===== src/rtl/round_key_store_if.sv =====
// ---------------------------------------------------------------------------
// round_key_store_if
//   Bundles the byte-serial key-load stream, the playback request and the
//   128-bit round-key output handshake of round_key_store.
//
//   master : driven by the surroundings (key expansion, cipher core control)
//   slave  : the round_key_store side
//
//   kb_in/kb_valid/kb_first : key byte stream, MSB byte of each word first
//   rd_start/rd_dir         : playback request and order (0 = 0..NR, 1 = NR..0)
//   rk_ready                : downstream accepts rk_data
//   rk_data/rk_valid/
//   rk_round/rk_last        : presented round key and its qualifiers
//   loaded/busy/rd_err      : status
// ---------------------------------------------------------------------------
interface round_key_store_if #(
   parameter int NR      = 10,
   parameter int ROUND_W = 4
);
   logic [7:0]         kb_in;
   logic               kb_valid;
   logic               kb_first;
   logic               rd_start;
   logic               rd_dir;
   logic               rk_ready;
   logic [127:0]       rk_data;
   logic               rk_valid;
   logic [ROUND_W-1:0] rk_round;
   logic               rk_last;
   logic               loaded;
   logic               busy;
   logic               rd_err;

   modport master (
      output kb_in, kb_valid, kb_first, rd_start, rd_dir, rk_ready,
      input  rk_data, rk_valid, rk_round, rk_last, loaded, busy, rd_err
   );

   modport slave (
      input  kb_in, kb_valid, kb_first, rd_start, rd_dir, rk_ready,
      output rk_data, rk_valid, rk_round, rk_last, loaded, busy, rd_err
   );
endinterface


===== src/rtl/round_key_store.sv =====
// ---------------------------------------------------------------------------
// round_key_store
//   Consumer end of the byte-serial round-key stream. Packs MSB-first bytes
//   into 128-bit round keys, stores all NR+1 of them and plays them back one
//   per handshake, forward (encrypt) or reverse (decrypt).
//
//   clk  : clock, all state updates on the rising edge
//   rst  : synchronous, active-high reset
//   bus  : round_key_store_if.slave (key stream in, round keys out, status)
//
//   A kb_first byte always wins: it aborts any playback and restarts the
//   fill. Key memory is not reset; loaded tells whether its contents are whole.
// ---------------------------------------------------------------------------
module round_key_store #(
   parameter int NR      = 10,
   parameter int ROUND_W = 4
) (
   input  logic             clk,
   input  logic             rst,
   round_key_store_if.slave bus
);
   localparam logic [ROUND_W-1:0] LAST_IDX = ROUND_W'(NR);
   localparam logic [ROUND_W-1:0] ZERO_IDX = ROUND_W'(0);
   localparam logic [ROUND_W-1:0] ONE_IDX  = ROUND_W'(1);

   typedef enum logic [1:0] {
      IDLE   = 2'd0,
      FILL   = 2'd1,
      LOADED = 2'd2,
      READ   = 2'd3
   } state_t;

   state_t             state_r, state_s;
   logic [119:0]       pack_r, pack_s;       // up to 15 bytes of the key being built
   logic [3:0]         byte_cnt_r, byte_cnt_s;
   logic [ROUND_W-1:0] wr_round_r, wr_round_s;
   logic [ROUND_W-1:0] rd_idx_r, rd_idx_s;
   logic               dir_r, dir_s;
   logic               loaded_r, loaded_s;
   logic               rk_valid_r, rk_valid_s;
   logic [127:0]       rk_data_r, rk_data_s;
   logic [ROUND_W-1:0] rk_round_r, rk_round_s;
   logic               rk_last_r, rk_last_s;
   logic               rd_err_r, rd_err_s;

   logic [127:0]       mem_r [0:NR];

   logic               first_s;
   logic               rd_accept_s;
   logic               xfer_s;
   logic               mem_we_s;
   logic [127:0]       wr_word_s;

   // True when idx is the final key of a playback running in direction dir.
   function automatic logic is_final(input logic [ROUND_W-1:0] idx, input logic dir);
      logic fin;
      if (dir) begin
         fin = (idx == ZERO_IDX);
      end else begin
         fin = (idx == LAST_IDX);
      end
      return fin;
   endfunction

   // Qualified events shared by the decode below.
   always_comb begin
      first_s     = bus.kb_valid & bus.kb_first;
      rd_accept_s = bus.rd_start & (state_r == LOADED) & ~first_s;
      xfer_s      = rk_valid_r & bus.rk_ready;
      wr_word_s   = {pack_r, bus.kb_in};
   end

   // Next-state and next-output decode for fill, playback and error reporting.
   always_comb begin
      state_s    = state_r;
      pack_s     = pack_r;
      byte_cnt_s = byte_cnt_r;
      wr_round_s = wr_round_r;
      rd_idx_s   = rd_idx_r;
      dir_s      = dir_r;
      loaded_s   = loaded_r;
      rk_valid_s = rk_valid_r;
      rk_data_s  = rk_data_r;
      rk_round_s = rk_round_r;
      rk_last_s  = rk_last_r;
      mem_we_s   = 1'b0;
      rd_err_s   = bus.rd_start & ~rd_accept_s;

      if (first_s) begin
         // New schedule: drop any playback and start packing round key 0.
         state_s    = FILL;
         pack_s     = {112'd0, bus.kb_in};
         byte_cnt_s = 4'd1;
         wr_round_s = ZERO_IDX;
         loaded_s   = 1'b0;
         rk_valid_s = 1'b0;
         rk_data_s  = 128'd0;
         rk_round_s = ZERO_IDX;
         rk_last_s  = 1'b0;
      end else begin
         case (state_r)
            FILL: begin
               if (bus.kb_valid) begin
                  pack_s = {pack_r[111:0], bus.kb_in};
                  if (byte_cnt_r == 4'd15) begin
                     mem_we_s   = 1'b1;
                     byte_cnt_s = 4'd0;
                     wr_round_s = wr_round_r + ONE_IDX;
                     if (wr_round_r == LAST_IDX) begin
                        loaded_s = 1'b1;
                        state_s  = LOADED;
                     end else begin
                        state_s  = FILL;
                     end
                  end else begin
                     byte_cnt_s = byte_cnt_r + 4'd1;
                  end
               end else begin
                  pack_s = pack_r;
               end
            end
            LOADED: begin
               if (rd_accept_s) begin
                  dir_s      = bus.rd_dir;
                  rd_idx_s   = bus.rd_dir ? LAST_IDX : ZERO_IDX;
                  rk_valid_s = 1'b1;
                  rk_data_s  = mem_r[rd_idx_s];
                  rk_round_s = rd_idx_s;
                  rk_last_s  = is_final(rd_idx_s, bus.rd_dir);
                  state_s    = READ;
               end else begin
                  state_s    = LOADED;
               end
            end
            READ: begin
               if (xfer_s) begin
                  if (rk_last_r) begin
                     // Final key taken; keys stay stored for another playback.
                     rk_valid_s = 1'b0;
                     rk_data_s  = 128'd0;
                     rk_round_s = ZERO_IDX;
                     rk_last_s  = 1'b0;
                     state_s    = LOADED;
                  end else begin
                     rd_idx_s   = dir_r ? (rd_idx_r - ONE_IDX) : (rd_idx_r + ONE_IDX);
                     rk_data_s  = mem_r[rd_idx_s];
                     rk_round_s = rd_idx_s;
                     rk_last_s  = is_final(rd_idx_s, dir_r);
                  end
               end else begin
                  state_s = READ;
               end
            end
            IDLE: begin
               state_s = IDLE;
            end
            default: begin
               state_s = IDLE;
            end
         endcase
      end
   end

   // State and output registers with synchronous reset.
   always_ff @(posedge clk) begin
      if (rst) begin
         state_r    <= IDLE;
         pack_r     <= 120'd0;
         byte_cnt_r <= 4'd0;
         wr_round_r <= ZERO_IDX;
         rd_idx_r   <= ZERO_IDX;
         dir_r      <= 1'b0;
         loaded_r   <= 1'b0;
         rk_valid_r <= 1'b0;
         rk_data_r  <= 128'd0;
         rk_round_r <= ZERO_IDX;
         rk_last_r  <= 1'b0;
         rd_err_r   <= 1'b0;
      end else begin
         state_r    <= state_s;
         pack_r     <= pack_s;
         byte_cnt_r <= byte_cnt_s;
         wr_round_r <= wr_round_s;
         rd_idx_r   <= rd_idx_s;
         dir_r      <= dir_s;
         loaded_r   <= loaded_s;
         rk_valid_r <= rk_valid_s;
         rk_data_r  <= rk_data_s;
         rk_round_r <= rk_round_s;
         rk_last_r  <= rk_last_s;
         rd_err_r   <= rd_err_s;
      end
   end

   // Round-key storage; written on the 16th byte of each key, never reset.
   always_ff @(posedge clk) begin
      if (mem_we_s && !rst) begin
         mem_r[wr_round_r] <= wr_word_s;
      end
   end

   assign bus.rk_data  = rk_data_r;
   assign bus.rk_valid = rk_valid_r;
   assign bus.rk_round = rk_round_r;
   assign bus.rk_last  = rk_last_r;
   assign bus.loaded   = loaded_r;
   assign bus.busy     = (state_r == FILL) || (state_r == READ);
   assign bus.rd_err   = rd_err_r;

endmodule


===== src/flat_wrapper.sv =====
// flat-port wrapper written by rule: the top's interface ports become plain ports
module round_key_store_flat 
#(
   parameter int NR      = 10,
   parameter int ROUND_W = 4
)
  (clk, rst, bus_kb_in, bus_kb_valid, bus_kb_first, bus_rd_start, bus_rd_dir, bus_rk_ready, bus_rk_data, bus_rk_valid, bus_rk_round, bus_rk_last, bus_loaded, bus_busy, bus_rd_err);
  round_key_store_if #(.NR(NR), .ROUND_W(ROUND_W)) bus_i ();
  input  logic clk;
  input  logic rst;
  input wire logic [$bits(bus_i.kb_in)-1:0] bus_kb_in;
  input wire logic [$bits(bus_i.kb_valid)-1:0] bus_kb_valid;
  input wire logic [$bits(bus_i.kb_first)-1:0] bus_kb_first;
  input wire logic [$bits(bus_i.rd_start)-1:0] bus_rd_start;
  input wire logic [$bits(bus_i.rd_dir)-1:0] bus_rd_dir;
  input wire logic [$bits(bus_i.rk_ready)-1:0] bus_rk_ready;
  output wire logic [$bits(bus_i.rk_data)-1:0] bus_rk_data;
  output wire logic [$bits(bus_i.rk_valid)-1:0] bus_rk_valid;
  output wire logic [$bits(bus_i.rk_round)-1:0] bus_rk_round;
  output wire logic [$bits(bus_i.rk_last)-1:0] bus_rk_last;
  output wire logic [$bits(bus_i.loaded)-1:0] bus_loaded;
  output wire logic [$bits(bus_i.busy)-1:0] bus_busy;
  output wire logic [$bits(bus_i.rd_err)-1:0] bus_rd_err;
  assign bus_i.kb_in = bus_kb_in;
  assign bus_i.kb_valid = bus_kb_valid;
  assign bus_i.kb_first = bus_kb_first;
  assign bus_i.rd_start = bus_rd_start;
  assign bus_i.rd_dir = bus_rd_dir;
  assign bus_i.rk_ready = bus_rk_ready;
  assign bus_rk_data = bus_i.rk_data;
  assign bus_rk_valid = bus_i.rk_valid;
  assign bus_rk_round = bus_i.rk_round;
  assign bus_rk_last = bus_i.rk_last;
  assign bus_loaded = bus_i.loaded;
  assign bus_busy = bus_i.busy;
  assign bus_rd_err = bus_i.rd_err;
  round_key_store #(.NR(NR), .ROUND_W(ROUND_W)) u_core (.clk(clk), .rst(rst), .bus(bus_i));
endmodule

===== config.mk =====
export PLATFORM = sky130hd
export DESIGN_NAME = round_key_store_flat
export DESIGN_NICKNAME = d
export VERILOG_FILES = /design/src/rtl/round_key_store_if.sv /design/src/rtl/round_key_store.sv /design/src/flat_wrapper.sv
export SDC_FILE = /design/constraint.sdc
export NUM_CORES = 2
export LEC_CHECK = 0
export ABC_AREA = 1
export BUFFER_PORTS_ARGS = -buffer_cell sky130_fd_sc_hd__buf_2
export CORE_UTILIZATION = 55
export DETAILED_ROUTE_END_ITERATION = 10
export HOLD_SLACK_MARGIN = 0.1
export PLACE_DENSITY = 0.67
export REMOVE_ABC_BUFFERS = 1
export SYNTH_ARGS = -nofsm -noshare
export SYNTH_HDL_FRONTEND = slang
export SYNTH_SLANG_ARGS = --single-unit

===== constraint.sdc =====
create_clock -name clk -period 11.15 [get_ports clk]
set_input_delay 2.23 -clock clk [delete_from_list [all_inputs] [get_ports clk]]
set_output_delay 2.23 -clock clk [all_outputs]
set_load 0.03 [all_outputs]

# After elaboration in Yosys (flattened, before gate mapping)
# Memories as Yosys holds them, arrays and structs flattened.
# Index checks and enable logic that the tools add are counted.
[word_totals] register_bits=271 mem_bits_rw=1408 output_inout_bits=137 mem_count=1
[classes] n_addsub=4 eq_ne=17 mux=44 n_bitwise=7 n_reduce_logical=20
[mem_list] memory="u_core.mem_r" words=11 word_bits=128 read_ports=2 rd_clocked_by_memory_dff=0 write_ports=1 line_no="round_key_store.sv:46" text="logic [127:0] mem_r [0:NR];"
[ops] operator="$mux 128" n=3
[ops] operator="$pmux 128 s2" n=1
[ops] operator="$mux 4" n=8
[ops] operator="$mux 8" n=3
[ops] operator="$mux 1" n=19
[ops] operator="$eq 4x4->1 const B" n=4
[ops] operator="$pmux 4 s2" n=2
[ops] operator="$reduce_and 3->1" n=5
[ops] operator="$add 4x1->4 const B" n=3
[ops] operator="$mux 2" n=5
[ops] operator="$logic_not 4->1" n=2
[ops] operator="$ne 2x1->1 const B" n=4
[ops] operator="$pmux 2 s4" n=1
[ops] operator="$reduce_and 4->1" n=2
[ops] operator="$ne 3x2->1 const B" n=2
[ops] operator="$reduce_bool 2->1" n=3
[ops] operator="$and 1x1->1" n=5
[ops] operator="$reduce_and 5->1" n=1
[ops] operator="$eq 2x2->1 const B" n=2
[ops] operator="$ne 2x2->1 const B" n=2
[ops] operator="$ne 4x2->1 const B" n=1
[ops] operator="$pmux 1 s2" n=2
[ops] operator="$reduce_and 2->1" n=2
[ops] operator="$sub 4x1->4 const B" n=1
[ops] operator="8 further kinds" n=9

# Logic depth before layout (Yosys ltp)
[depth] depth_word=8 ltp_mapped=11 mapped_depth_nobuf=10

# Worst setup path after synthesis
# Ideal clock, no wire load.
[synth_timing] path_type="input port to flip-flop" from="in rst" to="mem u_core.mem_r[0][0], enable pin" t_arrival_ns=8.302 required_time_ns=10.532 setup_slack_ns=2.230 cell_stages=7 cell_sequence="clkbuf_1 -> nor2_2 -> buf_2 -> nand2_2 -> inv_2 -> nand2_2 -> nor2_1"
[synth_via] elab_chain_cells=4
[synth_rtl] item="from (decl)" line_no="flat_wrapper.sv:10" text="input logic rst;"
[synth_rtl] item="$logic_not 1->1" line_no="round_key_store.sv:197" text="if (mem_we_s && !rst) begin"
[synth_rtl] item="$logic_and 1x1->1" line_no="round_key_store.sv:197"
[synth_rtl] item="$mux 1" line_no="round_key_store.sv:197"
[synth_rtl] item="$mux 1 (not written as such)" line_no="round_key_store.sv:198" text="mem_r[wr_round_r] <= wr_word_s;"
[synth_rtl] item="to (decl)" line_no="round_key_store.sv:46"
# Every way passes these cells.

# Worst setup path in the final report
[layout_timing] from="in bus_kb_valid" to="mem u_core.mem_r[0][26], enable pin"
[layout_via] elab_chain_cells=6
[layout_rtl] item="from (decl)" line_no="flat_wrapper.sv:12" text="input wire logic [$bits(bus_i.kb_valid)-1:0] bus_kb_valid;"
[layout_rtl] item="$mux 1" line_no="round_key_store.sv:103" text="if (bus.kb_valid) begin"
[layout_rtl] item="$mux 1" line_no="round_key_store.sv:101" text="case (state_r)"
[layout_rtl] item="$mux 1 (*)" line_no="round_key_store.sv:89" text="if (first_s) begin"
[layout_rtl] item="$logic_and 1x1->1 (*)" line_no="round_key_store.sv:197"
[layout_rtl] item="$mux 1 (*)" line_no="round_key_store.sv:197"
[layout_rtl] item="$mux 1 (not written as such) (*)" line_no="round_key_store.sv:198"
# Mark *: on every way between the ends. The rest lies on a longest branch, timed or not.

==> run metrics <==
status finished, final reports clean; gr usage total 28.6%; Post-synth EDFFs 1,408; number of global-route vias before repair 44,997; Longest Clk Path Bufs 3; first-pass GRT wire length 274 mm; Synth Flop Type edfxtp_1; r2r worst-path depth 10; worst hold endpoint u_core.bus.rk_round[0]; die area 125,000 um^2; total CTS buffers 169; VDD IR max 0.000163 V; DR DRC count 0; placer's final routability congestion estimate 0.773; largest net degree at the start of global routing 197; Total Power 12.5 mW; Seq/Total Area, Yosys 70.4%; Post-DP Area 69,200 um^2; diode count 0; startpoint types input pin; CTS resizes 0; Hold Worst Slack 459 ps; Yosys cell types 36; met2 Usage GRT 45.4%; top cell family by delay on the critical path buffers and inverters; vias 46,885; Synthesis Warnings 0; reg-to-reg startpoint u_core.rd_idx_r[0]; Peak Freq 0.172 GHz; Detail Route Antenna Nets 0; Avg WL per Cell 23.1 um; Clock Sinks 1,679; Worst Slack Setup Final 5320 ps; grt peak-use layer met2; Root Buffer Master clkbuf_16; Setup Crit Path Kind in -> reg; syn avg cell area 11.2 um^2; Setup Buffers After CTS 0; DR vias/cell 6.01; asr flop ratio synth 0%; fin crit share 52.3%; later-pin clock latency in the skew report 790 ps; Final Non-Filler Cells 7,801; worst-path cell chain buf_2 > inv_1 > nor2_4 > buf_4 > inv_6 > nor2_4 > nand2_2 > inv_2 > nand2_2 > nor2_4 > buf_4 > buf_4; # setup viols final 0; hpwl dp 85.9 mm; antenna violations before repair 3; Crit. End Element flip-flop; Hold Buf Count CTS 0; Filler Cells Inserted 9,616; die width 353 um; Max Slew Vio Count 0; crit path DAT 6230 ps; Buffers on Ports 151; design area 74,500 um^2; buffers and inverters on the worst path 7; Max-Cap Viols 0; max incr delay on CP 690 ps; floorplan row count 128; Lkg Pwr 27.9 nW; commonest non-fill, non-tap cell in the layout edfxtp_1; Synth Register Bits 1,679; Clock Pin Slew Worst Setup and Hold Paths 60 ps; RSZ-0062 raised after global routing no; Hold WC Path Type reg -> reg; layout cells sized above 1 8.03%; met1 GRT Util 41.2%; area of the core 122,000 um^2; dpl ws 4520 ps; relative slew slack 16.0%; Setup Skew 20.0 ps; initial drt markers 5,769; commonest cells after routing, fill and taps aside edfxtp_1, nand2_1, nand3_1; CTS tree built; post-synthesis cell area 67,800 um^2; Core Util, Final 61.1%; Hold Crit Depth 2; Cells after Synth 6,077; Pre-antenna DRT Iters 6; CP max FO 72; FF-to-FF setup slack 6210 ps; met3 Usage GRT 4.53%; setup TNS 0 ps; layout net count 6,055; Initial Utilization 55.6%; pwr dens 168 nW/um^2; crit path time final 5830 ps; slowest CP cell nor2_4; Worst Path Required 11,550 ps; final WL 180 mm; io pins 152; final hold vios 0; slew of the pin with the lowest slew margin 1260 ps; Layout area overhead 9.89%; die height 353 um; grt ovf 0; min-delay src u_core.bus.rk_round[0]; Critical R2R Capture u_core.bus.rk_data[17]; dpl cells 7,484; CTS H-tree lvls 4
cells in the mapped netlist, drive strengths merged, types with 9 or more instances:
library cell / instances / share of area [%]
edfxtp: 1408 / 62
nand2: 1369 / 7.6
nand3: 1290 / 9.5
nor2: 467 / 2.7
o21ai: 383 / 2.8
buf: 301 / 2.5
dfxtp: 271 / 8.0
inv: 158 / 0.89
a21oi: 152 / 1.1
clkbuf: 129 / 0.71
o31ai: 107 / 1.2
mux2i: 21 / 0.31
ha: 9 / 0.17
routing by layer:
metal | vias up | wire length [um]
li1 | 21305 | -
met1 | 22902 | 75300
met2 | 2378 | 83700
met3 | 298 | 17100
met4 | 2 | 3700
met5 | - | 13
sequential cells by signal, summed over array words and instances, names as in the netlist:
| signal | flops |
|---|---|
| u_core.state_r | 2 |
| u_core.bus.rk_last | 1 |
| u_core.rd_idx_r | 4 |
| u_core.bus.rd_err | 1 |
| u_core.byte_cnt_r | 4 |
| u_core.mem_r | 1408 |
| u_core.dir_r | 1 |
| u_core.bus.rk_data | 128 |
| u_core.bus.loaded | 1 |
| u_core.bus.rk_valid | 1 |
| u_core.bus.rk_round | 4 |
| u_core.wr_round_r | 4 |
| u_core.pack_r | 120 |
layout make-up:
| class | instances | area, um^2 | area share [%] |
|---|---|---|---|
| Clock inverter | 49 | 315 | 0.423 |
| Multi-Input combinational cell | 3809 | 17500 | 23.4 |
| Clock buffer | 268 | 5020 | 6.74 |
| Inverter | 159 | 638 | 0.856 |
| Timing Repair Buffer | 212 | 1320 | 1.77 |
| Tap cell | 1625 | 2030 | 2.73 |
| Sequential cell | 1679 | 47700 | 64.0 |
power breakdown:
group | leakage, nW | internal (mW) | switching [mW]
sequential | 15.2 | 6.81 | 0.0904
clock | 2.60 | 3.13 | 2.33
combinational | 10.1 | 0.0310 | 0.112
total | 27.9 | 9.98 | 2.53
worst max path at each step:
stage | to | from | cells past startpoint
2_1_floorplan | u_core.bus.rk_data[107] | u_core.rd_idx_r[0] | 7
3_3_place_gp | u_core.mem_r[4][108] | bus_kb_valid | 12
3_5_place_dp | u_core.mem_r[4][108] | bus_kb_valid | 12
4_1_cts | u_core.mem_r[4][115] | bus_kb_valid | 12
5_1_grt | u_core.mem_r[4][50] | bus_kb_valid | 12
6_report | u_core.mem_r[0][26] | bus_kb_valid | 12
cells by family (layout without fill, tap and decap cells):
family,count (synthesis),count (layout),share of synthesized area (%)
multiplexers,21,21,0.310
AO/OA/AOI/OAI,643,643,5.15
AND/OR/NAND/NOR,3134,3134,19.9
XOR/XNOR,1,1,0.0129
adder cells (fa/ha/maj),10,10,0.196
buffers and inverters,589,688,4.08
flip-flops,1679,1679,70.4
worst register-to-register path: stages (launching register included):
cell	delay [ps]
dfxtp_4	450
buf_12	710
buf_4	990
buf_4	910
buf_4	940
nand2_1	120
nand3_1	120
nand3_1	170
nand3_1	200
nand3_1	100
a21oi_1	160
Power figures use the tool's default switching activity.
